===== src/rtl/rv_ctrl_pkg.sv =====
// Shared encodings for the RV32I main decoder: opcodes, ALUOp codes,
// funct7 constants and the packed control-bundle type.
package rv_ctrl_pkg;

    localparam logic [6:0] OP_RTYPE  = 7'b0110011;
    localparam logic [6:0] OP_LOAD   = 7'b0000011;
    localparam logic [6:0] OP_STORE  = 7'b0100011;
    localparam logic [6:0] OP_BRANCH = 7'b1100011;
    localparam logic [6:0] OP_JAL    = 7'b1101111;
    localparam logic [6:0] OP_IALU   = 7'b0010011;
    localparam logic [6:0] OP_JALR   = 7'b1100111;
    localparam logic [6:0] OP_LUI    = 7'b0110111;

    localparam logic [1:0] ALUOP_ADD = 2'b00;
    localparam logic [1:0] ALUOP_BR  = 2'b01;
    localparam logic [1:0] ALUOP_R   = 2'b10;
    localparam logic [1:0] ALUOP_I   = 2'b11;

    localparam logic [6:0] F7_BASE = 7'b0000000;
    localparam logic [6:0] F7_ALT  = 7'b0100000;

    // Datapath control bundle as it crosses into the ID/EX register.
    typedef struct packed {
        logic       reg_write;
        logic       mem_read;
        logic       mem_write;
        logic       mem_to_reg;
        logic       alu_src;
        logic       branch;
        logic       jump;
        logic       pc_source;
        logic [1:0] alu_op;
    } ctrl_t;

    // Even parity over a control bundle, for use by protection logic downstream.
    function automatic logic ctrl_parity(input ctrl_t c);
        return ^c;
    endfunction

endpackage


===== src/rtl/ctrl_decode.sv =====
// Purely combinational RV32I main decode plus encoding validity check.
// Any encoding that fails the check (or is not a supported opcode)
// collapses to an all-zero bubble.
module ctrl_decode
    import rv_ctrl_pkg::*;
(
    input  logic [6:0] opcode,
    input  logic [2:0] funct3,
    input  logic [6:0] funct7,
    output ctrl_t      ctrl
);

    ctrl_t ctrl_s;
    logic  valid_s;

    // Raw decode of the opcode and the field legality check for that opcode.
    // Legality is only ever granted on positive matches so X/Z fields fall to invalid.
    always_comb begin
        ctrl_s  = '0;
        valid_s = 1'b0;
        case (opcode)
            OP_RTYPE: begin
                ctrl_s.reg_write = 1'b1;
                ctrl_s.alu_op    = ALUOP_R;
                if (funct7 == F7_BASE) begin
                    valid_s = 1'b1;
                end else if ((funct7 == F7_ALT) &&
                             ((funct3 == 3'b000) || (funct3 == 3'b101))) begin
                    valid_s = 1'b1;
                end else begin
                    valid_s = 1'b0;
                end
            end
            OP_LOAD: begin
                ctrl_s.reg_write  = 1'b1;
                ctrl_s.mem_read   = 1'b1;
                ctrl_s.mem_to_reg = 1'b1;
                ctrl_s.alu_src    = 1'b1;
                ctrl_s.alu_op     = ALUOP_ADD;
                case (funct3)
                    3'b000, 3'b001, 3'b010, 3'b100, 3'b101: valid_s = 1'b1;
                    default:                                valid_s = 1'b0;
                endcase
            end
            OP_STORE: begin
                ctrl_s.mem_write = 1'b1;
                ctrl_s.alu_src   = 1'b1;
                ctrl_s.alu_op    = ALUOP_ADD;
                case (funct3)
                    3'b000, 3'b001, 3'b010: valid_s = 1'b1;
                    default:                valid_s = 1'b0;
                endcase
            end
            OP_BRANCH: begin
                ctrl_s.branch = 1'b1;
                ctrl_s.alu_op = ALUOP_BR;
                case (funct3)
                    3'b000, 3'b001, 3'b100, 3'b101, 3'b110, 3'b111: valid_s = 1'b1;
                    default:                                        valid_s = 1'b0;
                endcase
            end
            OP_JAL: begin
                ctrl_s.reg_write = 1'b1;
                ctrl_s.jump      = 1'b1;
                ctrl_s.pc_source = 1'b0;
                ctrl_s.alu_op    = ALUOP_ADD;
                valid_s          = 1'b1;
            end
            OP_IALU: begin
                ctrl_s.reg_write = 1'b1;
                ctrl_s.alu_src   = 1'b1;
                ctrl_s.alu_op    = ALUOP_I;
                case (funct3)
                    3'b001: begin
                        if (funct7 == F7_BASE) begin
                            valid_s = 1'b1;
                        end else begin
                            valid_s = 1'b0;
                        end
                    end
                    3'b101: begin
                        if ((funct7 == F7_BASE) || (funct7 == F7_ALT)) begin
                            valid_s = 1'b1;
                        end else begin
                            valid_s = 1'b0;
                        end
                    end
                    3'b000, 3'b010, 3'b011, 3'b100, 3'b110, 3'b111: valid_s = 1'b1;
                    default:                                        valid_s = 1'b0;
                endcase
            end
            OP_JALR: begin
                ctrl_s.reg_write = 1'b1;
                ctrl_s.jump      = 1'b1;
                ctrl_s.alu_src   = 1'b1;
                ctrl_s.pc_source = 1'b1;
                ctrl_s.alu_op    = ALUOP_ADD;
                if (funct3 == 3'b000) begin
                    valid_s = 1'b1;
                end else begin
                    valid_s = 1'b0;
                end
            end
            OP_LUI: begin
                // Operand A is zeroed by the datapath; here LUI is just imm + 0.
                ctrl_s.reg_write = 1'b1;
                ctrl_s.alu_src   = 1'b1;
                ctrl_s.alu_op    = ALUOP_ADD;
                valid_s          = 1'b1;
            end
            default: begin
                ctrl_s  = '0;
                valid_s = 1'b0;
            end
        endcase
    end

    // Squash illegal encodings into a bubble.
    always_comb begin
        if (valid_s) begin
            ctrl = ctrl_s;
        end else begin
            ctrl = '0;
        end
    end

endmodule


===== src/rtl/control_unit.sv =====
// RV32I main decoder for the ID stage. Decodes combinationally and registers
// the control bits so they line up with the operands at the ID/EX boundary.
module control_unit
    import rv_ctrl_pkg::*;
(
    input  logic       clk,
    input  logic       rst_n,
    input  logic [6:0] Opcode,
    input  logic [2:0] funct3,
    input  logic [6:0] funct7,
    output logic       RegWrite,
    output logic       MemRead,
    output logic       MemWrite,
    output logic       MemtoReg,
    output logic       ALUSrc,
    output logic       Branch,
    output logic       Jump,
    output logic       PCSource,
    output logic [1:0] ALUOp
);

    ctrl_t dec_s;
    ctrl_t ctrl_r;

    ctrl_decode u_decode (
        .opcode (Opcode),
        .funct3 (funct3),
        .funct7 (funct7),
        .ctrl   (dec_s)
    );

    // Output register; reset wins over decode and discards the pending result.
    always_ff @(posedge clk) begin
        if (!rst_n) begin
            ctrl_r <= '0;
        end else begin
            ctrl_r <= dec_s;
        end
    end

    assign RegWrite = ctrl_r.reg_write;
    assign MemRead  = ctrl_r.mem_read;
    assign MemWrite = ctrl_r.mem_write;
    assign MemtoReg = ctrl_r.mem_to_reg;
    assign ALUSrc   = ctrl_r.alu_src;
    assign Branch   = ctrl_r.branch;
    assign Jump     = ctrl_r.jump;
    assign PCSource = ctrl_r.pc_source;
    assign ALUOp    = ctrl_r.alu_op;

endmodule


===== config.mk =====
export PLATFORM = sky130hd
export DESIGN_NAME = control_unit
export DESIGN_NICKNAME = d
export VERILOG_FILES = /design/src/rtl/rv_ctrl_pkg.sv /design/src/rtl/ctrl_decode.sv /design/src/rtl/control_unit.sv
export SDC_FILE = /design/constraint.sdc
export NUM_CORES = 1
export LEC_CHECK = 0
export CAP_MARGIN = 20
export CORE_UTILIZATION = 38
export DETAILED_ROUTE_END_ITERATION = 10
export HOLD_SLACK_MARGIN = 0.12
export PLACE_DENSITY = 0.79
export SLEW_MARGIN = 10
export SYNTH_ARGS = -nofsm -noshare
export SYNTH_HDL_FRONTEND = slang
export SYNTH_SLANG_ARGS = --single-unit

===== constraint.sdc =====
create_clock -name clk -period 2.4 [get_ports clk]
set_clock_uncertainty 0.1 [all_clocks]
set_input_delay 0.48 -clock clk [delete_from_list [all_inputs] [get_ports clk]]
set_output_delay 0.48 -clock clk [all_outputs]
set_load 0.01 [all_outputs]

# Word level (Yosys, flattened, before mapping)
# Cells that the tools add are included.
[totals] ff_bits=9 inputBits=19 out_inout_bits=10 word_cells=54
[classes] eq_ne=16 mux=17 reduce_logical=13
[ops] cell="== test 7 x 6 -> 1 bit (second input constant)" n=4
[ops] cell="== test 7 bit (second input constant)" n=3
[ops] cell="OR reduction 6 bit" n=3
[ops] cell="two-way mux 1 bit" n=13
[ops] cell="== test 3 bit (second input constant)" n=4
[ops] cell="OR reduction 5 bit" n=2
[ops] cell="== test 7 x 2 -> 1 bit (second input constant)" n=1
[ops] cell="== test 7 x 5 -> 1 bit (second input constant)" n=1
[ops] cell="zero test 7 bit" n=1
[ops] cell="one-hot mux 1 bit (7 select lines)" n=1
[ops] cell="== test 3 x 2 -> 1 bit (second input constant)" n=2
[ops] cell="one-hot mux 2 bit (3 select lines)" n=1
[ops] cell="one-hot mux 2 bit (2 select lines)" n=1
[ops] cell="== test 3 x 1 -> 1 bit (second input constant)" n=1
[ops] cell="zero test 3 bit" n=1
[ops] cell="one-hot mux 1 bit (3 select lines)" n=1
[ops] cell="OR reduction 3 bit" n=1
[ops] cell="logical OR 1 bit" n=2
[ops] cell="AND reduction 2 bit" n=1
[ops] cell="OR reduction 2 bit" n=1
[ops] cell="logical AND 1 bit" n=1

# Depth between registers and ports, before layout
[depth] word_depth=7 ltp_mapped=6 mapped_depth_nobuf=5

# By module
# Synthesis repeated with hierarchy kept, for this count alone.
[hier_totals] hier_cells=74 hier_area_um2=605.6
[by_module_without_submodules] mod="ctrl_decode" n_inst=1 cells_each=54 area_each_um2=342.8 seq_area_each_um2=0.0
[by_module_without_submodules] mod="control_unit" n_inst=1 cells_each=20 area_each_um2=262.8 seq_area_each_um2=200.2

# Least setup slack after synthesis
# Ideal clock, no wire load.
[synth_timing] kind="in2reg" start="input funct7[1]" end="register ctrl_r (netlist bit ALUSrc)" setup_time_ns=0.100 arrival_time_ns=1.756 required_ns=2.200 path_slack_ns=0.444 stages=5 path_buffers=0 cell_sequence="or4_1 > o32ai_1 > and3_1 > a21oi_2 > a2111oi_4"
[synth_between] elab_chain_len=6 elab_cells_between_ends=11 classes_between="eq/ne (1); mux (6); reduce/logical (4)"
[synth_rtl] element="start, declared" line_no="control_unit.sv:10" rtl="input logic [6:0] funct7,"
[synth_rtl] element="== test 7 x 6 -> 1 bit / zero test 7 bit (equally long branches)"
[synth_rtl] element="logical OR 1 bit / logical AND 1 bit (equally long branches)" line_no="ctrl_decode.sv:82, ctrl_decode.sv:27"
[synth_rtl] element="two-way mux 1 bit, on equally long branches" line_no="ctrl_decode.sv:82, ctrl_decode.sv:27"
[synth_rtl] element="one-hot mux 1 bit (3 select lines) / two-way mux 1 bit (equally long branches)" line_no="ctrl_decode.sv:73, ctrl_decode.sv:25"
[synth_rtl] element="one-hot mux 1 bit (7 select lines) *" line_no="ctrl_decode.sv:21" rtl="case (opcode)"
[synth_rtl] element="AND reduction 2 bit (no source line) *"
[synth_rtl] element="end signal, assigned" line_no="control_unit.sv:37" rtl="ctrl_r <= dec_s;"
[synth_rtl] element="end, declared" line_no="control_unit.sv:23" rtl="ctrl_t ctrl_r;"
# Every way passes the cells marked *; elsewhere a longest branch is shown, timed or not.
# A chain may end at the register's enable or synchronous reset.

# Worst setup path after layout
# Same ends and word-level chain as after synthesis.

==> results.md <==
* Multiplexer share of the synthesized area at 0%
* Die height at 40.58 um
* Std-Cell Rows at 13
* CTS tree: done
* Achievable Freq at 457.9 MHz
* Status: finished clean
* Die ar. at 1647 sq um
* Crit-path max FO at 4
* Post-synthesis compound-gate area fraction at 28.54%
* Buffers from clock root to sink, at most at 2
* Post-CTS Setup Repair Bufs at 0
* Initial DRC Count at 17
* Largest net degree at the start of global routing at 11
* Setup slack at placement at -0.04863 ns
* Initial Utilization at 41.89%
* Ports at 29
* Crit Path Category: primary input to flop
* Num CTS Buffers at 3
* Commonest non-fill, non-tap cells in the layout: clkdlybuf4s50_1 (28), buf_4 (11), dfxtp_1 (9)
* Post-Synth Simple-Gate Area at 33.19%
* Library cells used by synthesis at 34
* Gr ovfl total at 0
* Max Cap Viol at 0
* # DRC at 0
* Sequential share of the synthesized area at a little under a third
* XOR/XNOR Fraction of Synth Area at 0%
* CP required at 2.45 ns
* DRT antenna net count at 0
* DRT Pass-1 Iters at 4
* CP endpoint kind: flop
* Die W at 40.58 um
* Startpoint Class: primary input
* Clock net sink count at 9
* Vias in the first global route at 586
* H-tree depth at 1
* Worst IR drop on VDD at 0.1631 mV
* Final Cycle Share at 91.00%
* Tmin final at roughly 2.2 ns
* IO Port Bufs at 28
* Global Route Usage Sum at around 23%
* Vias at ~680
* Avg Cell Area, Syn at 8.441 sq um
* Syn Inst Count at 67
* FF+latch count, synth at 9
* Endpoints failing hold at 0
* Power Dens Cells at 364.3 nW/um^2
* Area grow syn2layout at 68.36%
* Hold WC Path Type: primary input to flop
* Reg clk slew, reported paths at 0.05 ns
* Fin Setup TNS at 0 ns
* CP arrival at 2.24 ns
* Main combinational cell family by area after synthesis: simple AND/OR/NAND/NOR gates
* # hold bufs at CTS at 0
* Synth Cell Area at roughly 570 sq um
* Final worst slack at around 0.22 ns
* Final #Nets at between 100 and 150
* RSZ-0062 raised after global routing: no
* Gpl congestion at 0.8743
* WL per Instance at 12.74 um
* Yosys Warn Count at 0
* Via density at 5.595
* Final slew viol count at 0
* Worst slew pin tran at between 0.4 and 0.5 ns
* Leak at ~0.34 nW
* Commonest non-fill, non-tap cell in the layout: clkdlybuf4s50_1
* Cts repair resizes at 0
* Net count after synthesis at 86
* CTS Root Cell: clkbuf_4
* Relative slew slack at 71.55%
* Proportion of layout cells with a drive suffix above 1 at 16.98%
* # diodes at 0
* # fillers at 112
* Initial antenna violation count at 0
* WL final at 1.541 mm
* # setup viols final at 0
* First-pass GRT wire length at between 2 and 2.5 mm
* Post-Synth Adder-Cell Area at 0%
* DP HPWL at 1.267 mm
* Placeable Area at roughly 1400 sq um
## cell type report
class,instances,area (sq um),area share (%)
timing repair buffer,39,362.8,38.11
clock buffer,4,26.28,2.760
multi-input combinational,50,349.1,36.66
sequential,9,180.2,18.92
tap,15,18.77,1.971
inverter,4,15.01,1.577
## path summary, 6_finish.rpt
kind                       from  endpoint  slack [ns]  cells past startpoint
worst max-delay path  funct7[1]    ALUSrc        0.22                      6
worst min-delay path      rst_n  ALUOp[1]        0.78                      3
## cell families after synthesis
kind of cell,Yosys count
and+or+nand+nor,32
AOI/OAI and AO/OA,18
DFF,9
buffers and inverters,8
## metal layers
| metal | track usage [%] | vias to the layer above | share of wire [%] |
|---|---|---|---|
| li1 | - | 339 | - |
| met1 | 27.18 | 313 | 43 |
| met2 | 39.68 | 23 | 52 |
| met3 | 3.333 | 2 | 3.8 |
| met4 | 10.83 | 0 | 0.65 |
| met5 | 0 | - | 0 |
## where the power goes
part | switching, W | internal [W] | leakage [nW]
logic | 0.0000394 | 0.0000492 | 0.251
clock network | 0.0000451 | 0.0000636 | 0.0150
registers | 0.0000000204 | 0.000150 | 0.0724
## flip-flops by register name, summed over array words and instances (netlist names)
signal and cells:
ALUSrc 1, ALUOp 2, MemWrite 1, Branch 1
PCSource 1, Jump 1, MemtoReg 1, RegWrite 1
## critical path, cell delays in order
cell,delay [ns]
clkdlybuf4s50_1,0.39
or4_1,0.51
o32ai_1,0.22
and3_1,0.24
a21oi_2,0.11
a2111oi_4,0.29
## stage by stage
stage / util [%] / total power [W] / hold slack (ns) / instance area [sq um] / cells
global route: 70.53 / 0.0003670 / 0.7770 / 952.2 / 121
CTS: 70.53 / 0.0003510 / 0.7675 / 952.2 / 121
global placement: 68.58 / 0.0002394 / 1.024 / 925.9 / 117
detailed placement: 68.58 / 0.0002405 / 1.034 / 925.9 / 117
floorplan: - / 0.0001863 / 0.4443 / 565.5 / 67
finish: 70.53 / 0.0003469 / 0.7800 / 952.2 / 121
## cells in the mapped netlist
cell type  instances  share of area [%]
nor4bb_1           1                1.8
buf_2              2                1.8
a221oi_2           1                2.7
nand4_1            2                2.2
buf_4              1                1.3
buf_1              1               0.66
or4_1              1                1.3
nand2b_1           1                1.1
a32o_1             1                1.8
and3_1             1                1.1
nand3b_1           1                1.3
nor3_1             5                4.4
nor2b_1            4                4.4
nand2_1            4                2.7
nor2_1             2                1.3
inv_1              4                2.7
dfxtp_1            9                 32
o21a_1             1                1.3
a311oi_1           1                1.5
a21oi_2            1                1.5
nor4_1             3                3.3
a31oi_1            1                1.1
o32ai_1            1                1.5
a22o_1             1                1.5
o21ai_0            2                1.8
a2111oi_2          1                2.7
o21ai_1            1               0.88
a22oi_1            1                1.3
nor3b_1            2                2.7
a21oi_1            3                2.7
nand4bb_1          1                2.0
a211oi_1           1                1.3
nand3_1            4                3.5
a2111oi_4          1                4.9
Power figures use the tool's default switching activity.
